--- config.mk ---
export PLATFORM = sky130hd
export DESIGN_NAME = kmp_ff_gen_flat
export DESIGN_NICKNAME = d
export VERILOG_FILES = /design/src/rtl/kmp_ff_gen_if.sv /design/src/rtl/kmp_ff_gen.sv /design/src/flat_wrapper.sv
export SDC_FILE = /design/constraint.sdc
export NUM_CORES = 1
export LEC_CHECK = 0
export ABC_AREA = 1
export CORE_AREA = 2 2 108 110
export DETAILED_ROUTE_END_ITERATION = 10
export DIE_AREA = 0 0 110 112
export GPL_TIMING_DRIVEN = 0
export MAX_ROUTING_LAYER = met4
export PLACE_DENSITY = 0.84
export SLEW_MARGIN = 30
export SYNTH_ARGS = -nofsm -noshare
export SYNTH_HDL_FRONTEND = slang
export SYNTH_SLANG_ARGS = --single-unit
--- constraint.sdc ---
create_clock -name clk -period 4.4 [get_ports clk]
set_clock_uncertainty 0.05 [all_clocks]
set_input_delay 0.88 -clock clk [delete_from_list [all_inputs] [get_ports clk]]
set_output_delay 0.88 -clock clk [all_outputs]
set_load 0.005 [all_outputs]
--- src/rtl/kmp_ff_gen_if.sv ---
// kmp_ff_gen_if: request/response bundle for the KMP failure-table generator.
//   pat_input     : pattern, char k at [k*BYTE +: BYTE]
//   pat_last_idx  : index of the last valid pattern char
//   input_valid   : level-held request
//   busy          : generator working (INIT/COMP)
//   output_valid  : ff_result valid and stable
//   ff_result     : packed table, entry i at [i*MAX_PAT_ADD +: MAX_PAT_ADD]
// master = requester, slave = generator.
interface kmp_ff_gen_if #(
  parameter int BYTE        = 8,
  parameter int MAX_PATTERN = 8,
  parameter int MAX_PAT_ADD = 3
);
  logic [MAX_PATTERN*BYTE-1:0]        pat_input;
  logic [MAX_PAT_ADD-1:0]             pat_last_idx;
  logic                               input_valid;
  logic                               busy;
  logic                               output_valid;
  logic [MAX_PAT_ADD*MAX_PATTERN-1:0] ff_result;

  modport master (
    output pat_input, pat_last_idx, input_valid,
    input  busy, output_valid, ff_result
  );

  modport slave (
    input  pat_input, pat_last_idx, input_valid,
    output busy, output_valid, ff_result
  );
endinterface

--- src/rtl/kmp_ff_gen.sv ---
// kmp_ff_gen: KMP failure-function (prefix table) generator.
// Latches a pattern on request, runs one KMP comparison per cycle and
// presents the packed prefix table on bus.ff_result with output_valid.
// Ports:
//   clk   : clock, rising edge
//   reset : asynchronous active-low reset
//   bus   : kmp_ff_gen_if.slave (pattern in, handshake, table out)
module kmp_ff_gen #(
  parameter int BYTE        = 8,
  parameter int MAX_PATTERN = 8,
  parameter int MAX_PAT_ADD = 3
) (
  input  logic         clk,
  input  logic         reset,
  kmp_ff_gen_if.slave  bus
);

  typedef enum logic [1:0] {S_IDLE, S_INIT, S_COMP, S_DONE} state_e;

  typedef logic [MAX_PAT_ADD-1:0] idx_t;

  state_e                                 state_q, state_d;
  idx_t                                   i_q, i_d;
  idx_t                                   len_q, len_d;
  idx_t                                   last_q, last_d;
  logic [MAX_PATTERN-1:0][BYTE-1:0]       pat_q, pat_d;
  logic [MAX_PATTERN-1:0][MAX_PAT_ADD-1:0] ff_q, ff_d;

  // One KMP step: compare pat[i] with pat[len].
  logic match, wr_en, last_wr;
  assign match   = (pat_q[i_q] == pat_q[len_q]);
  assign wr_en   = match || (len_q == '0);   // step writes entry i
  assign last_wr = wr_en && (i_q == last_q);

  // State register
  always_ff @(posedge clk or negedge reset) begin
    if (!reset) state_q <= S_IDLE;
    else        state_q <= state_d;
  end

  // Next-state logic; input_valid low in any non-IDLE state returns to IDLE.
  always_comb begin
    state_d = state_q;
    unique case (state_q)
      S_IDLE: if (bus.input_valid) state_d = S_INIT;
      S_INIT: if (!bus.input_valid)                 state_d = S_IDLE;
              else if (bus.pat_last_idx == '0)      state_d = S_DONE;
              else                                  state_d = S_COMP;
      S_COMP: if (!bus.input_valid) state_d = S_IDLE;
              else if (last_wr)     state_d = S_DONE;
      S_DONE: if (!bus.input_valid) state_d = S_IDLE;
      default: state_d = S_IDLE;
    endcase
  end

  // Outputs decoded from registered state / registered table
  always_comb begin
    bus.busy         = (state_q == S_INIT) || (state_q == S_COMP);
    bus.output_valid = (state_q == S_DONE);
    bus.ff_result    = ff_q;
  end

  // Datapath next-state
  always_comb begin
    i_d    = i_q;
    len_d  = len_q;
    last_d = last_q;
    pat_d  = pat_q;
    ff_d   = ff_q;
    if (bus.input_valid) begin
      if (state_q == S_INIT) begin
        pat_d  = bus.pat_input;
        last_d = bus.pat_last_idx;
        ff_d   = '0;
        i_d    = idx_t'(1);
        len_d  = '0;
      end else if (state_q == S_COMP) begin
        if (match) begin
          ff_d[i_q] = len_q + idx_t'(1);
          len_d     = len_q + idx_t'(1);
        end else if (len_q != '0) begin
          // fall back along the prefix chain; entry i not yet decided
          len_d = ff_q[len_q - idx_t'(1)];
        end else begin
          ff_d[i_q] = '0;
        end
        // i stops at last so it never walks past the pattern
        if (wr_en && !last_wr) i_d = i_q + idx_t'(1);
      end
    end
  end

  always_ff @(posedge clk or negedge reset) begin
    if (!reset) begin
      i_q    <= '0;
      len_q  <= '0;
      last_q <= '0;
      pat_q  <= '0;
      ff_q   <= '0;
    end else begin
      i_q    <= i_d;
      len_q  <= len_d;
      last_q <= last_d;
      pat_q  <= pat_d;
      ff_q   <= ff_d;
    end
  end

endmodule

--- src/flat_wrapper.sv ---
// flat-port wrapper written by rule: the top's interface ports become plain ports
module kmp_ff_gen_flat 
#(
  parameter int BYTE        = 8,
  parameter int MAX_PATTERN = 8,
  parameter int MAX_PAT_ADD = 3
)
  (clk, reset, bus_pat_input, bus_pat_last_idx, bus_input_valid, bus_busy, bus_output_valid, bus_ff_result);
  kmp_ff_gen_if #(.BYTE(BYTE), .MAX_PATTERN(MAX_PATTERN), .MAX_PAT_ADD(MAX_PAT_ADD)) bus_i ();
  input  logic clk;
  input  logic reset;
  input wire logic [$bits(bus_i.pat_input)-1:0] bus_pat_input;
  input wire logic [$bits(bus_i.pat_last_idx)-1:0] bus_pat_last_idx;
  input wire logic [$bits(bus_i.input_valid)-1:0] bus_input_valid;
  output wire logic [$bits(bus_i.busy)-1:0] bus_busy;
  output wire logic [$bits(bus_i.output_valid)-1:0] bus_output_valid;
  output wire logic [$bits(bus_i.ff_result)-1:0] bus_ff_result;
  assign bus_i.pat_input = bus_pat_input;
  assign bus_i.pat_last_idx = bus_pat_last_idx;
  assign bus_i.input_valid = bus_input_valid;
  assign bus_busy = bus_i.busy;
  assign bus_output_valid = bus_i.output_valid;
  assign bus_ff_result = bus_i.ff_result;
  kmp_ff_gen #(.BYTE(BYTE), .MAX_PATTERN(MAX_PATTERN), .MAX_PAT_ADD(MAX_PAT_ADD)) u_core (.clk(clk), .reset(reset), .bus(bus_i));
endmodule
After elaboration in Yosys (flattened, before gate mapping)
Cells that the tools add are included.
- flip-flop bits (word level): 99
- latch bits: 0
- RAM bits: 0
- bits in read-only memories: 0
- input port bits: 70
- output and inout port bits: 26
- word-level logic and storage cells: 83
- memories kept: 0
- add/subtract/negate cells: 3
- $mul: 0
- divide/modulo/power cells: 0
- magnitude comparators: 4
- eq/ne operators: 9
- shift operators: 0
- muxes and demuxes: 27
- bitwise logic cells: 2
- reductions and logical operators: 18
- operators with widths (kind ; number):
    $mux 24 ; 4
    $bmux 8 s3 ; 2
    $mux 3 ; 9
    $and 24x24->24 ; 1
    $bwmux 24 ; 1
    $not 24->24 ; 1
    $mux 8 ; 2
    $lt 3x4->1 const B ; 3
    $reduce_and 3->1 ; 4
    $mux 2 ; 5
    $bmux 3 s3 ; 1
    $demux 3 s3 ; 1
    $eq 8x8->1 ; 1
    $pmux 2 s4 ; 1
    $add 3x1->3 const B ; 2
    $logic_not 3->1 ; 2
    $reduce_bool 3->1 ; 2
    $eq 2x2->1 const B ; 2
    $ne 2x2->1 const B ; 2
    $reduce_bool 2->1 ; 2
    $eq 3x3->1 ; 1
    $ge 3x1->1 const B ; 1
    $logic_and 1x1->1 ; 3
    $ne 3x1->1 const B ; 1
    other kinds (8) ; 9

Logic depth before layout (Yosys ltp)
- word-level depth: 10
- mapped depth: 21
- mapped depth without buffers: 19

Worst setup path after synthesis
Ideal clock, no wire load.
- path type: register to register
- from: reg u_core.len_q[0]
- to: reg u_core.len_q[0]
- setup time: 0.076 ns
- arrival time: 2.195 ns
- data required time: 4.274 ns
- path slack: 2.078 ns
- stages on the path, launching flop included: 13
- clock period less this slack: 2.322 ns
- path through: dfrtp_1 > buf_4 > inv_4 > buf_4 > clkbuf_1 > ha_1 > inv_1 > a21oi_1 > a221oi_1 > a31oi_1 > nand2_1 > nand3_1 > o21ai_1
- longest elaborated chain between the ends: 7
- elaborated cells on any way between the ends: 14
- those cells by class: 2 x add/sub; 1 x eq/ne; 8 x mux; 3 x reduce/logical
- RTL lines (item ; RTL line ; RTL):
    from (decl) ; kmp_ff_gen.sv:24 ; idx_t len_q, len_d;
    from (signal assigned) ; kmp_ff_gen.sv:102 ; len_q <= len_d;
    $sub 3x1->3 ; kmp_ff_gen.sv:83 ; len_d = ff_q[len_q - idx_t'(1)];
    $bmux 3 s3 ; kmp_ff_gen.sv:83 ;
    $mux 3 (implied by the code) ; kmp_ff_gen.sv:83 ;
    $mux 3 ; kmp_ff_gen.sv:81 ; end else if (len_q != '0) begin
    $mux 3 ; kmp_ff_gen.sv:78 ; if (match) begin
    $mux 3 ; kmp_ff_gen.sv:77 ; end else if (state_q == S_COMP) begin
    $mux 3 ; kmp_ff_gen.sv:71 ; if (state_q == S_INIT) begin
Parallel ways exist; a longest one is shown, timed or not. The select of a mux whose other input is x is not followed.
A chain may end at the register's enable or synchronous reset.

Worst setup path after layout
- from: in bus_input_valid
- to: reg u_core.pat_q[40] (netlist name)
- longest elaborated chain between the ends: 1
- RTL lines (item ; RTL line ; RTL):
    from (decl) ; flat_wrapper.sv:14 ; input wire logic [$bits(bus_i.input_valid)-1:0] bus_input_valid;
    $reduce_and 2->1 (no source line) ; n/a ;
    to (signal assigned) ; kmp_ff_gen.sv:104 ; pat_q <= pat_d;
    to (decl) ; kmp_ff_gen.sv:26 ; logic [MAX_PATTERN-1:0][BYTE-1:0] pat_q, pat_d;
Every way passes these cells.

==> results.ini <==
[outcome]
status=finished, final reports clean

[power]
total_leakage_power_nw=4.14
p_sw_mw=2.49
seq_power_share_pct=30.0
irDropWorstVdd_mv=0.337
switching_share_pct=48.0
power_mw=5.19
clkPwrFrac_pct=15.8
powerDensity_nw_per_um2=660
p_comb_share_pct=54.3
internal-power_mw=2.70

[floorplanning]
die_h_um=112
row_count=39
die_area_um2=12300
fp.dieW_um=110
coreArea_um2=11200
initial_core_util_pct=57.3
ios=96

[synthesis]
async_flop_share_pct=100
ys_ff_latch=99
synthCells=1011
ys_warn_count=0
synth_nets=1090
synth_edf_count=0
avgSynthCellArea_um2=6.33
synth_flop_cell=dfrtp_1
ys_types=31
synth_seq_area_share_pct=38.7
syn_area_um2=6400

[timing]
max-slew-margin-rel_pct=47.7
drv_slew=0
period_share_pct=68.6
tightest_slew_ns=0.785
fmax_ghz=0.331
setup_viol=0
finalHoldViolCount=0
rsz0062_at_grt=false
period_minus_slack_ns=3.02

[cells_and_area]
utilization_pct=70.4
antenna_cells=0
drive_gt1_share_pct=5.08
final_net_count=1197
areaGrowthSynthToFinish_pct=22.8

[detailed_routing]
drt-initial-drc-count=814
drc=0
antenna_left=0
post_drt_wl_per_cell_um=15.6
vias_per_cell=5.52
drt-pass1-iter-count=5
vias=6982
wirelength_mm=19.7

[clock_network]
clock_tree.root_cell=clkbuf_16
cts_htree_levels=3
clock_latency_ns=0.36
clkSlewWorstSetupHoldPaths_ns=0.07
cts_setup_buffers=0
cts.repair.resized=0
hold_buffers=0
cts_tree=done
clock_sinks=99
cts_made_buffers=9
clockBufferDepth=2

[global_route]
grt.overflow.total=0
grt_max_degree=66
grt_pass1_wl_mm=32.0
grt_use_total_pct=34.8
grt_antenna_before_repair=0
grt_pass1_vias=6551

[setup_path]
startpoint=bus_input_valid
rr_worst_depth=17
critPathCaptureType=flop
worst_path_max_delay_cell=clkbuf_1
worstPathArrival_ns=3.24
critPathMaxStageDelay_ns=0.65
crit_buf_inv=4
cpLargestDelayFamily=buffers and inverters
critPathLaunchType=input pin
rr_startpoint=u_core.len_q[1]
cp.required_ns=4.62
path_max_fanout=10
path_cells=clkdlybuf4s50_1 > nand2_1 > inv_1 > clkbuf_1 > clkbuf_1 > nand2_1 > o21ai_0
worst_r2r_endpoint=u_core.bus.ff_result[19]
reg2reg_setup_slack_ns=1.44
crit_type=in -> reg

[place]
place.port_buffers=95
gp_congestion=0.933
dp.final_hpwl_mm=13.9

[min_path]
min_path_type=in -> async

[run]
maxCapViolations=0

==> cells in the mapped netlist, types with 2 or more instances <==
| cell | n | area (um2) |
|---|---|---|
| nand2_2 | 2 | 12.5 |
| o21ai_4 | 2 | 32.5 |
| inv_1 | 74 | 278 |
| o21ai_1 | 3 | 15.0 |
| buf_2 | 16 | 80.1 |
| buf_4 | 7 | 52.6 |
| inv_2 | 2 | 7.51 |
| buf_1 | 2 | 7.51 |
| ha_1 | 9 | 113 |
| nand3_1 | 78 | 390 |
| nand4_1 | 11 | 68.8 |
| a21oi_1 | 5 | 25.0 |
| o21ai_0 | 65 | 325 |
| dfrtp_1 | 99 | 2480 |
| clkbuf_1 | 19 | 71.3 |
| xor2_1 | 4 | 35.0 |
| buf_6 | 5 | 56.3 |
| a32o_1 | 2 | 20.0 |
| nor2_4 | 2 | 22.5 |
| nor3_1 | 2 | 10.0 |
| nor2_1 | 62 | 233 |
| nand2_1 | 531 | 1990 |
==> cells in the final DEF, fill, tap and decap left out, types with 3 or more instances in the layout <==
master	netlist	layout
buf_4	7	7
buf_6	5	6
inv_1	74	74
nand4_1	11	11
xor2_1	4	4
nand2_1	531	531
nor2_1	62	62
o21ai_1	3	3
clkdlybuf4s50_1	0	94
buf_2	16	16
a21oi_1	5	5
clkbuf_1	19	19
o21ai_0	65	65
ha_1	9	9
dfrtp_1	99	99
nand3_1	78	78
clkbuf_16	0	9
==> worst max-delay path by stage <==
stage                                           to  slack (ns)  depth (start not counted)
after floorplan                    u_core.len_q[0]        2.08                         12
after global placement     u_core.bus.ff_result[4]       -1.25                          1
after detailed placement          u_core.pat_q[40]        1.12                          7
after CTS                         u_core.pat_q[40]        1.47                          7
after global routing      u_core.bus.ff_result[19]        1.24                         17
final                             u_core.pat_q[40]        1.38                          7
==> worst reg2reg max path: stages, from the launching register on <==
cell	delay (ns)
dfrtp_1	0.39
buf_2	0.21
inv_2	0.19
buf_4	0.25
nand3_1	0.12
nand3_1	0.10
nand2_1	0.07
nand2_1	0.07
inv_1	0.03
nor2_1	0.12
nand2_1	0.12
nor2_4	0.24
nand2_2	0.14
buf_6	0.18
o21ai_4	0.35
nor2_1	0.08
nand2_1	0.08
nand2_1	0.05
==> power by group through the flow <==
stage                     combinational (mW)  clock [mW]  sequential (mW)
final                                   2.82       0.818             1.55
after global routing                    3.15       0.869             1.59
after floorplan                         1.93           0             1.47
after global placement                  2.65           0             1.54
after detailed placement                2.72           0             1.55
after CTS                               2.74       0.827             1.54
==> cells by family after synthesis <==
kind of cell | synth area share [%]
xor gates and xnor gates | 0.547
AOI/OAI and AO/OA | 7.02
DFF | 38.7
muxes | 0.156
adders and majority gates | 1.76
buffers and inverters | 8.74
and+or+nand+nor | 43.1
==> layer usage <==
layer / GRT usage [%] / vias up / wire length [um]
li1: - / 3351 / -
met1: 47.7 / 3177 / 8330
met2: 50.4 / 401 / 8730
met3: 7.14 / 53 / 2120
met4: 13.6 / 0 / 538
met5: - / - / 0
==> per-stage QoR <==
step	TNS [ns]	cell area (um2)	hold WS, ns	instances	setup WS [ns]
after floorplan	0	6400	0.418	1011	2.08
after global placement	-123.14	7530	0.437	1249	-1.25
after detailed placement	0	7560	0.435	1250	1.12
after CTS	0	7860	0.366	1266	1.47
after global routing	0	7860	0.374	1266	1.24
final	0	7860	0.356	1266	1.38
==> state kept, by name, summed over array words and instances, names as in the netlist <==
signal                cells
u_core.i_q                3
u_core.pat_q             64
u_core.last_q             3
u_core.state_q            2
u_core.bus.ff_result     24
u_core.len_q              3
==> cell type report <==
type,count,area [um2]
buffer,49,268
clock inverter,6,65.1
multi-input combinational,786,3360
fill,972,3310
tap,143,179
sequential,99,2480
clock buffer,10,239
inverter,77,292
timing repair buffer,96,980
Note: power is estimated with default switching activity, not from simulation.
